<file path="config.mk">
export PLATFORM = sky130hd
export DESIGN_NAME = fpu_issue
export DESIGN_NICKNAME = d
export VERILOG_FILES = /design/src/rtl/fpu_issue.sv
export SDC_FILE = /design/constraint.sdc
export NUM_CORES = 1
export LEC_CHECK = 0
export ABC_CLOCK_PERIOD_IN_PS = 10200
export CAP_MARGIN = 0
export CORE_MARGIN = 3
export CORE_UTILIZATION = 40
export DETAILED_ROUTE_END_ITERATION = 16
export PLACE_DENSITY_LB_ADDON = 0.3
export SLEW_MARGIN = 10
export SYNTH_ARGS = -nofsm -noshare
export SYNTH_HDL_FRONTEND = slang
export SYNTH_SLANG_ARGS = --single-unit
</file>
<file path="constraint.sdc">
create_clock -name clk -period 10.2 [get_ports clk]
set_clock_uncertainty 0.15 [all_clocks]
set_input_delay 1.53 -clock clk [delete_from_list [all_inputs] [get_ports clk]]
set_output_delay 1.53 -clock clk [all_outputs]
set_load 0.05 [all_outputs]
</file>
<file path="src/rtl/fpu_issue.sv">
// fpu_issue: buffers core FPU commands in a 2-entry queue, issues them one at a
// time to the FPU with a ready/valid style handshake, waits for the result (with
// a cycle timeout) and returns data, condition flag and error to the core.
module fpu_issue #(
  parameter int REG_ADDR_WIDTH = 5,
  parameter int OP_WIDTH       = 6,
  parameter int TIMEOUT        = 255
) (
  input  logic                      clk,
  input  logic                      rst,
  // command from core
  input  logic                      req_valid,
  output logic                      req_ready,
  input  logic [OP_WIDTH-1:0]       req_op,
  input  logic [REG_ADDR_WIDTH-1:0] req_x1,
  input  logic [REG_ADDR_WIDTH-1:0] req_x2,
  input  logic [REG_ADDR_WIDTH-1:0] req_y,
  input  logic [31:0]               req_data,
  // FPU side
  output logic [OP_WIDTH-1:0]       fpu_operation,
  output logic [REG_ADDR_WIDTH-1:0] fpu_x1,
  output logic [REG_ADDR_WIDTH-1:0] fpu_x2,
  output logic [REG_ADDR_WIDTH-1:0] fpu_y,
  output logic [31:0]               fpu_in_data,
  output logic                      fpu_ready,
  input  logic                      fpu_valid,
  input  logic [31:0]               fpu_out_data,
  input  logic                      fpu_cond,
  // response to core
  output logic                      rsp_valid,
  input  logic                      rsp_ready,
  output logic [31:0]               rsp_data,
  output logic                      rsp_cond,
  output logic                      rsp_err,
  output logic                      err_sticky
);

  localparam int CMD_W = OP_WIDTH + 3 * REG_ADDR_WIDTH + 32;
  localparam logic [7:0] TIMEOUT_LIM = 8'(TIMEOUT);

  typedef enum logic [1:0] {
    IDLE  = 2'd0,
    ISSUE = 2'd1,
    COND  = 2'd2,
    RESP  = 2'd3
  } state_t;

  // ---------------------------------------------------------------------------
  // Command queue (2 entries, no bypass)
  // ---------------------------------------------------------------------------
  logic [CMD_W-1:0] fifo_mem [2];
  logic             wr_ptr_reg;
  logic             rd_ptr_reg;
  logic [1:0]       count_reg;
  logic             fifo_full;
  logic             fifo_empty;
  logic             push;
  logic             pop;
  logic [CMD_W-1:0] cmd_in;
  logic [CMD_W-1:0] head_cmd;

  state_t state_reg, state_next;

  assign fifo_full  = (count_reg == 2'd2);
  assign fifo_empty = (count_reg == 2'd0);
  // Ready is held low during reset so nothing is pushed into a queue being cleared.
  assign req_ready  = ~fifo_full & ~rst;
  assign push       = req_valid & req_ready;
  assign pop        = (state_reg == IDLE) & ~fifo_empty;
  assign cmd_in     = {req_op, req_x1, req_x2, req_y, req_data};
  assign head_cmd   = fifo_mem[rd_ptr_reg];

  // Queue storage: written on accepted command; contents need no reset
  always_ff @(posedge clk) begin
    if (push) begin
      fifo_mem[wr_ptr_reg] <= cmd_in;
    end
  end

  // Queue pointers and occupancy; push+pop together leave occupancy unchanged
  always_ff @(posedge clk or posedge rst) begin
    if (rst) begin
      wr_ptr_reg <= 1'b0;
      rd_ptr_reg <= 1'b0;
      count_reg  <= 2'd0;
    end else begin
      if (push) wr_ptr_reg <= ~wr_ptr_reg;
      if (pop)  rd_ptr_reg <= ~rd_ptr_reg;
      case ({push, pop})
        2'b10:   count_reg <= count_reg + 2'd1;
        2'b01:   count_reg <= count_reg - 2'd1;
        default: count_reg <= count_reg;
      endcase
    end
  end

  // ---------------------------------------------------------------------------
  // Issue FSM and its registered outputs
  // ---------------------------------------------------------------------------
  logic [OP_WIDTH-1:0]       op_reg, op_next;
  logic [REG_ADDR_WIDTH-1:0] x1_reg, x1_next;
  logic [REG_ADDR_WIDTH-1:0] x2_reg, x2_next;
  logic [REG_ADDR_WIDTH-1:0] y_reg, y_next;
  logic [31:0]               in_data_reg, in_data_next;
  logic                      fpu_ready_reg, fpu_ready_next;
  logic [7:0]                cnt_reg, cnt_next;
  logic                      rsp_valid_reg, rsp_valid_next;
  logic [31:0]               rsp_data_reg, rsp_data_next;
  logic                      rsp_cond_reg, rsp_cond_next;
  logic                      rsp_err_reg, rsp_err_next;
  logic                      sticky_reg, sticky_next;

  // State and output registers; reset clears everything including queued work
  always_ff @(posedge clk or posedge rst) begin
    if (rst) begin
      state_reg     <= IDLE;
      op_reg        <= '0;
      x1_reg        <= '0;
      x2_reg        <= '0;
      y_reg         <= '0;
      in_data_reg   <= '0;
      fpu_ready_reg <= 1'b0;
      cnt_reg       <= 8'd0;
      rsp_valid_reg <= 1'b0;
      rsp_data_reg  <= 32'd0;
      rsp_cond_reg  <= 1'b0;
      rsp_err_reg   <= 1'b0;
      sticky_reg    <= 1'b0;
    end else begin
      state_reg     <= state_next;
      op_reg        <= op_next;
      x1_reg        <= x1_next;
      x2_reg        <= x2_next;
      y_reg         <= y_next;
      in_data_reg   <= in_data_next;
      fpu_ready_reg <= fpu_ready_next;
      cnt_reg       <= cnt_next;
      rsp_valid_reg <= rsp_valid_next;
      rsp_data_reg  <= rsp_data_next;
      rsp_cond_reg  <= rsp_cond_next;
      rsp_err_reg   <= rsp_err_next;
      sticky_reg    <= sticky_next;
    end
  end

  // Next-state logic: issue head, wait for result or timeout, collect cond, respond
  always_comb begin
    state_next     = state_reg;
    op_next        = op_reg;
    x1_next        = x1_reg;
    x2_next        = x2_reg;
    y_next         = y_reg;
    in_data_next   = in_data_reg;
    fpu_ready_next = fpu_ready_reg;
    cnt_next       = cnt_reg;
    rsp_valid_next = rsp_valid_reg;
    rsp_data_next  = rsp_data_reg;
    rsp_cond_next  = rsp_cond_reg;
    rsp_err_next   = rsp_err_reg;
    sticky_next    = sticky_reg;

    case (state_reg)
      IDLE: begin
        if (!fifo_empty) begin
          op_next        = head_cmd[CMD_W-1 -: OP_WIDTH];
          x1_next        = head_cmd[32 + 3*REG_ADDR_WIDTH - 1 -: REG_ADDR_WIDTH];
          x2_next        = head_cmd[32 + 2*REG_ADDR_WIDTH - 1 -: REG_ADDR_WIDTH];
          y_next         = head_cmd[32 + REG_ADDR_WIDTH - 1 -: REG_ADDR_WIDTH];
          in_data_next   = head_cmd[31:0];
          fpu_ready_next = 1'b1;
          cnt_next       = 8'd0;
          state_next     = ISSUE;
        end
      end
      ISSUE: begin
        // A result arriving on the last allowed cycle still wins over the timeout.
        if (fpu_valid) begin
          rsp_data_next  = fpu_out_data;
          fpu_ready_next = 1'b0;
          state_next     = COND;
        end else if (cnt_reg == TIMEOUT_LIM - 8'd1) begin
          cnt_next       = cnt_reg + 8'd1;
          fpu_ready_next = 1'b0;
          rsp_data_next  = 32'd0;
          rsp_cond_next  = 1'b0;
          rsp_err_next   = 1'b1;
          sticky_next    = 1'b1;
          rsp_valid_next = 1'b1;
          state_next     = RESP;
        end else begin
          cnt_next = cnt_reg + 8'd1;
        end
      end
      COND: begin
        // The FPU condition register lags its result by one edge.
        rsp_cond_next  = fpu_cond;
        rsp_err_next   = 1'b0;
        rsp_valid_next = 1'b1;
        state_next     = RESP;
      end
      RESP: begin
        if (rsp_ready) begin
          rsp_valid_next = 1'b0;
          state_next     = IDLE;
        end
      end
      default: state_next = IDLE;
    endcase
  end

  assign fpu_operation = op_reg;
  assign fpu_x1        = x1_reg;
  assign fpu_x2        = x2_reg;
  assign fpu_y         = y_reg;
  assign fpu_in_data   = in_data_reg;
  assign fpu_ready     = fpu_ready_reg;
  assign rsp_valid     = rsp_valid_reg;
  assign rsp_data      = rsp_data_reg;
  assign rsp_cond      = rsp_cond_reg;
  assign rsp_err       = rsp_err_reg;
  assign err_sticky    = sticky_reg;

endmodule

</file>
==> results of run 1 <==
==> report_power, final <==
| group | switching, uW | leakage (uW) | total, uW | internal (uW) |
|---|---|---|---|---|
| registers | 193 | 0.00227 | 1340 | 1140 |
| clock network | 314 | 0.000386 | 826 | 511 |
| logic | 951 | 0.00163 | 1480 | 530 |
| total | 1460 | 0.00429 | 3640 | 2180 |
==> worst max path at each step <==
stage / slack (ns) / startpoint / endpoint
global route: 5.29 / rst / req_ready
CTS: 5.34 / rst / req_ready
detailed placement: 5.35 / rst / req_ready
floorplan: 4.70 / rst / fifo_mem[0][0]
global placement: 5.32 / rst / req_ready
finish: 5.34 / rst / req_ready
==> layout by cell type (no fill, tap or decap), types with 7 or more instances in the layout <==
cell	instances
nand3_1	7
nand2_1	61
edfxtp_1	106
dfrtp_1	103
nor2_1	9
clkbuf_16	23
a22o_1	33
xnor2_1	8
o21ai_0	57
clkdlybuf4s50_1	181
ha_1	7
mux2i_1	55
==> cell usage after synthesis (2+ instances only) <==
cell      instances
a21oi_1           3
a22o_1           33
buf_1             6
buf_2             2
clkbuf_1         20
dfrtp_1         104
edfxtp_1        106
ha_1              7
inv_1             7
mux2i_1          55
nand2_1          61
nand2b_1          2
nand3_1           7
nor2_1           10
nor3_1            5
o211ai_1          2
o21ai_0          58
o31ai_1           2
xnor2_1           8
==> worst register-to-register path, delay by kind of cell (launching register included) <==
| family | cells | cell delay (ns) |
|---|---|---|
| buffers and inverters | 2 | 0.84 |
| DFF | 1 | 0.45 |
| and+or+nand+nor | 1 | 0.13 |
| AOI/OAI and AO/OA | 1 | 0.67 |
| adders and majority gates | 1 | 0.33 |
| xor gates and xnor gates | 1 | 0.17 |
==> per-stage QoR <==
step / utilization / power, uW / hold slack [ns] / worst slack (ns)
4_1_cts: 0.5638 / 3693 / 0.3185 / 5.337
2_1_floorplan: - / 2316 / 0.3108 / 4.701
3_3_place_gp: 0.5230 / 2803 / 0.3020 / 5.325
6_report: 0.5642 / 3642 / 0.3108 / 5.337
3_5_place_dp: 0.5230 / 2847 / 0.3037 / 5.353
5_1_grt: 0.5642 / 3829 / 0.3564 / 5.288
==> cells by family after synthesis <==
kind of cell             count (synthesis)
AO/OA/AOI/OAI                          106
XOR/XNOR                                 9
adder cells (fa/ha/maj)                  7
buffers and inverters                   35
flip-flops                             210
multiplexers                            56
AND/OR/NAND/NOR                         98
==> layer usage <==
layer	GRT usage	vias to the layer above
met3	0.04235	26
li1	-	2274
met4	0.03134	0
met2	0.2657	148
met5	0	-
met1	0.1959	2358
==> area by class of cell <==
class                           instances  area (sq um)  area share
Tap cell                              260         325.3     0.03052
Inverter                                7         28.78    0.002700
Clock inverter                         11         142.6     0.01338
Multi-Input combinational cell        276          1904      0.1786
Timing Repair Buffer                  185          1842      0.1728
Sequential cell                       210          5789      0.5431
Clock buffer                           29         628.1     0.05892
==> metrics.txt, run 1 <==
status finished clean; CTS resizes 0; FILL cells 1,518; Cell Area, Placed 9881 sq um; largest family of logic cells by synthesized area compound AO/OA/AOI/OAI gates; CTS H-tree lvls 1; worst hold path depth 1; endpoints failing setup 0; drt wl/cell 16.75 um; Initial Util 0.4124; met2 wire len 8140 um; crit path max fanout 3; first-pass GRT wire length 26,990 um; fin cells 978; ANT nets after route 0; Post-Synth Simple-Gate Area 0.05813; max reg flops 106; Post-synth EDFFs 106; I/O pin count 182; CTS sink count 210; Crit path depth 3; core box area 18,890 sq um; unrepaired setup endpoints after global routing no; Synth Area in Adders 0.01124; CP top delay family buffers and inverters; Async S/R FF share, synth 0.4952; syn_area_per_cell 14.95 sq um; CP max-delay cell clkdlybuf4s50_1; Area growth syn-to-layout 36.82%; min Tclk post-route 4.863 ns; Final #Nets 800; Hold Fails Final Rpt 0; Buffers on Ports 181; Endpoint, Worst Hold err_sticky; CP most frequent cell clkdlybuf4s50_1; fin. max-slew vios 0; largest net degree at the start of global routing 78; vias post-DR 4,806; Syn Nets 619; Worst Hold Launch err_sticky; Seq/Total Area, Yosys 0.7426; total CTS buffers 22; Max Clock Freq 0.2056 GHz; ANT cells 0; synthesized instance count 521; final instance area 10,660 sq um; Reg2Reg Setup Slack 7.38 ns; #FFs+latches synth 210; worst path cell trace clkdlybuf4s50_1 -> a21oi_1 -> clkdlybuf4s50_1; highest metal layer with signal wires met4; Worst R2R Start count_reg[1]; Post-route DRC 0; CTS max path bufs 3; row cnt 50; CTS tree yes; Max IR drop VDD 0.2363 mV; antenna violations before repair 0; cts-stage hold buffer count 0; Top FF cell, synth edfxtp_1; FF-to-FF End count_reg[1]; Critical Path AT 3.18 ns; worst skew pair latency 0.50 ns; CTS root buffer clkbuf_16; FF-to-FF path depth 6; Iter 0 DRT Violations 220; Post-Syn Area 7791 sq um; Worst slew margin 0.3239; WL met1 6892 um; Hold Path Class reg2reg; WP buf/inv 2; xor and xnor area share after synthesis 0.01012; Final GP Congestion 0.7637; PwrDens 341.7 nW/um^2; max-cap viol count 0; P_leak 0.004286 uW; drt via density 4.914; Worst-Margin Slew 1.014 ns; most area-consuming cells after synthesis edfxtp_1 41%, dfrtp_1 33%, mux2i_1 7.1%; Final period util 0.4767; met3 routed WL 1062 um; mux contribution to synthesized area 0.07211; startpoint types input pin; compound-gate portion of the synthesized area 0.08865; Synth top area share 0.4085; CP required 8.52 ns; setup TNS 0 ns; drt total wl 16,380 um; clock transition at the registers of the reported paths 0.06 ns; library cells used by synthesis 42; post-synthesis cell type with the largest combined area edfxtp_1; Total GRT Usage 0.1537; detailed placer's ending HPWL 10,480 um; die width 145.6 um; die area 21,190 sq um; via count of the first global-routing pass 5,097; grt total ovfl 0; first-pass iteration count of the detailed router 4; CP Class in2out; Worst Setup End Kind output pin; DP Cell Count 938; layout cells sized above 1 0.07799; post-CTS setup buffer count 0; DIE HEIGHT 145.6 um; CP max stage delay 0.89 ns; synth warn 0
Note: power is estimated with default switching activity, not from simulation.
==> inputs of run 2 (changes only) <==
Settings changed: ABC_CLOCK_PERIOD_IN_PS 10200 to 4960.
Clock period 10.2 ns to 4.96 ns, I/O delays scaled along.
==> run 2 against run 1 <==
  * Via count is 0.21% higher
  * Wire length increased by 0.20%
  * Setup slack got worse by 3.7 ns
  * Sequential cell count did not move
  * Count of clock-buffer cells in the layout rose by 3
  * Critical path depth did not move
  * Combinational power up 110%
  * Final cell count is the same
  * Register-to-register slack got worse by 5.0 ns
  * Sequential share of layout area rose by 0.45 points
==> metrics.txt, run 2 (synthesis gave the netlist of run 1 again) <==
status finished clean (unchanged); CTS root buffer clkbuf_16 (unchanged); worst hold path depth 1 (unchanged); first-pass iteration count of the detailed router 4 (unchanged); Worst Setup End Kind output pin (unchanged); CTS H-tree lvls 1 (unchanged); endpoints failing setup 0 (unchanged); total CTS buffers 22 (unchanged); drt total wl 16,420 um (was 16,380 um); final instance area 10,570 sq um (was 10,660 sq um); FILL cells 1,528 (was 1,518); drt wl/cell 16.79 um (was 16.75 um); DIE HEIGHT 145.6 um (unchanged); Final period util 0.6687; worst path cell trace clkdlybuf4s50_1 -> a21oi_1 -> clkdlybuf4s50_1 (unchanged); vias post-DR 4,816 (was 4,806); clock transition at the registers of the reported paths 0.05 ns (was 0.06 ns); startpoint types input pin (unchanged); ANT nets after route 0 (unchanged); most common cell after layout, fill and taps aside clkdlybuf4s50_1 (unchanged); ANT cells 0 (unchanged); Max IR drop VDD 0.4026 mV (was 0.2363 mV); CTS resizes 0 (unchanged); row cnt 50 (unchanged); worst hold slack 0.3211 ns (was 0.3108 ns); grt total ovfl 0 (unchanged); layout cells sized above 1 0.07242 (was 0.07799); largest net degree at the start of global routing 80 (was 78); max reg flops 106 (unchanged); Hold Path Class reg2reg (unchanged); CP max stage delay 0.87 ns (was 0.89 ns); Max Clock Freq 0.3015 GHz; WP buf/inv 2 (unchanged); post-CTS setup buffer count 0 (unchanged); CTS tree yes (unchanged); CTS max path bufs 3 (unchanged); Critical Path AT 2.42 ns (was 3.18 ns); FF-to-FF path depth 5 (was 6); CP top delay family buffers and inverters (unchanged); Post-route DRC 0 (unchanged); Crit path depth 3 (unchanged); detailed placer's ending HPWL 10,870 um (was 10,480 um); P_leak 0.004237 uW (was 0.004286 uW); worst skew pair latency 0.50 ns (about the same); CP max-delay cell clkdlybuf4s50_1 (unchanged); first-pass GRT wire length 26,720 um (was 26,990 um); unrepaired setup endpoints after global routing no (unchanged); setup TNS 0 ns (unchanged); Final #Nets 801 (was 800); crit path max fanout 3 (unchanged); I/O pin count 182 (unchanged); fin. max-slew vios 0 (unchanged); Iter 0 DRT Violations 336 (was 220); max-cap viol count 0 (unchanged); die area 21,190 sq um (unchanged); via count of the first global-routing pass 5,093 (was 5,097); Final GP Congestion 0.8132 (was 0.7637); Area growth syn-to-layout 35.70% (was 36.82%); CP most frequent cell clkdlybuf4s50_1 (unchanged); cts-stage hold buffer count 0 (unchanged); min Tclk post-route 3.317 ns; antenna violations before repair 0 (unchanged); Cell Area, Placed 9888 sq um (was 9881 sq um); Total GRT Usage 0.1533 (was 0.1537); Buffers on Ports 181 (unchanged); PwrDens 689.9 nW/um^2 (was 341.7 nW/um^2); Hold Fails Final Rpt 0 (unchanged); CTS sink count 210 (unchanged); core box area 18,890 sq um (unchanged); CP required 4.07 ns (was 8.52 ns); drt via density 4.924 (was 4.914); most frequent cells in the layout 181 x clkdlybuf4s50_1, 106 x edfxtp_1, 103 x dfrtp_1, 61 x nand2_1, 57 x o21ai_0 (unchanged); die width 145.6 um (unchanged); Worst-Margin Slew 1.013 ns (was 1.014 ns); Worst slew margin 0.3247 (was 0.3239); Initial Util 0.4124 (unchanged); CP Class in2out (unchanged)
==> run 2: cell count changes in the layout (fill, tap and decap cells not counted) <==
| cell | delta |
|---|---|
| clkinv_1 | +1 |
| clkinvlp_4 | +1 |
| clkbuf_1 | +3 |
| clkinv_2 | -2 |
| inv_4 | -1 |
| buf_4 | +1 |
| clkbuf_16 | -1 |
| bufinv_16 | -3 |
| clkbuf_8 | +1 |
==> run 2: path summary, 6_finish.rpt <==
kind                       slack, ns           end    startpoint
max                             1.64     req_ready           rst
min                             0.32    err_sticky    err_sticky
max reg2reg                     2.40    cnt_reg[5]  state_reg[1]
min reg2reg                     0.32    err_sticky    err_sticky
max in group asynchronous       2.89  rsp_data[23]           rst
min in group asynchronous       0.83    cnt_reg[7]           rst
==> run 2: cell type report <==
cell class / count / area [sq um] / area share
flip-flops and latches: 210 / 5789 / 0.5476
multi-input cells: 276 / 1904 / 0.1801
repair buffers: 186 / 1849 / 0.1749
clock buffers: 32 / 628.1 / 0.05941
well taps: 260 / 325.3 / 0.03077
clock inverters: 7 / 47.55 / 0.004497
inverters: 7 / 28.78 / 0.002722
==> run 2: per-layer routing <==
layer | global-route usage | vias to the layer above | share of wire
met4 | 0.03276 | 0 | 0.015
met3 | 0.04391 | 22 | 0.069
met5 | 0 | - | 0
li1 | - | 2269 | -
met2 | 0.2706 | 156 | 0.51
met1 | 0.1887 | 2369 | 0.41
==> run 2: power by group <==
| part | switching [uW] | internal [uW] |
|---|---|---|
| Clock | 632 | 880 |
| Combinational | 1950 | 1090 |
| Sequential | 388 | 2350 |
| Total | 2970 | 4320 |
==> run 2: per-stage QoR <==
| step | std cells | worst slack, ns | power [uW] | util |
|---|---|---|---|---|
| finish | 978 | 1.643 | 7294 | 0.5596 |
| global route | 978 | 1.563 | 7669 | 0.5596 |
| CTS | 978 | 1.612 | 7383 | 0.5591 |
| detailed placement | 939 | 1.622 | 5842 | 0.5234 |
| global placement | 939 | 1.611 | 5764 | 0.5234 |
| floorplan | 521 | 0.2467 | 4763 | - |
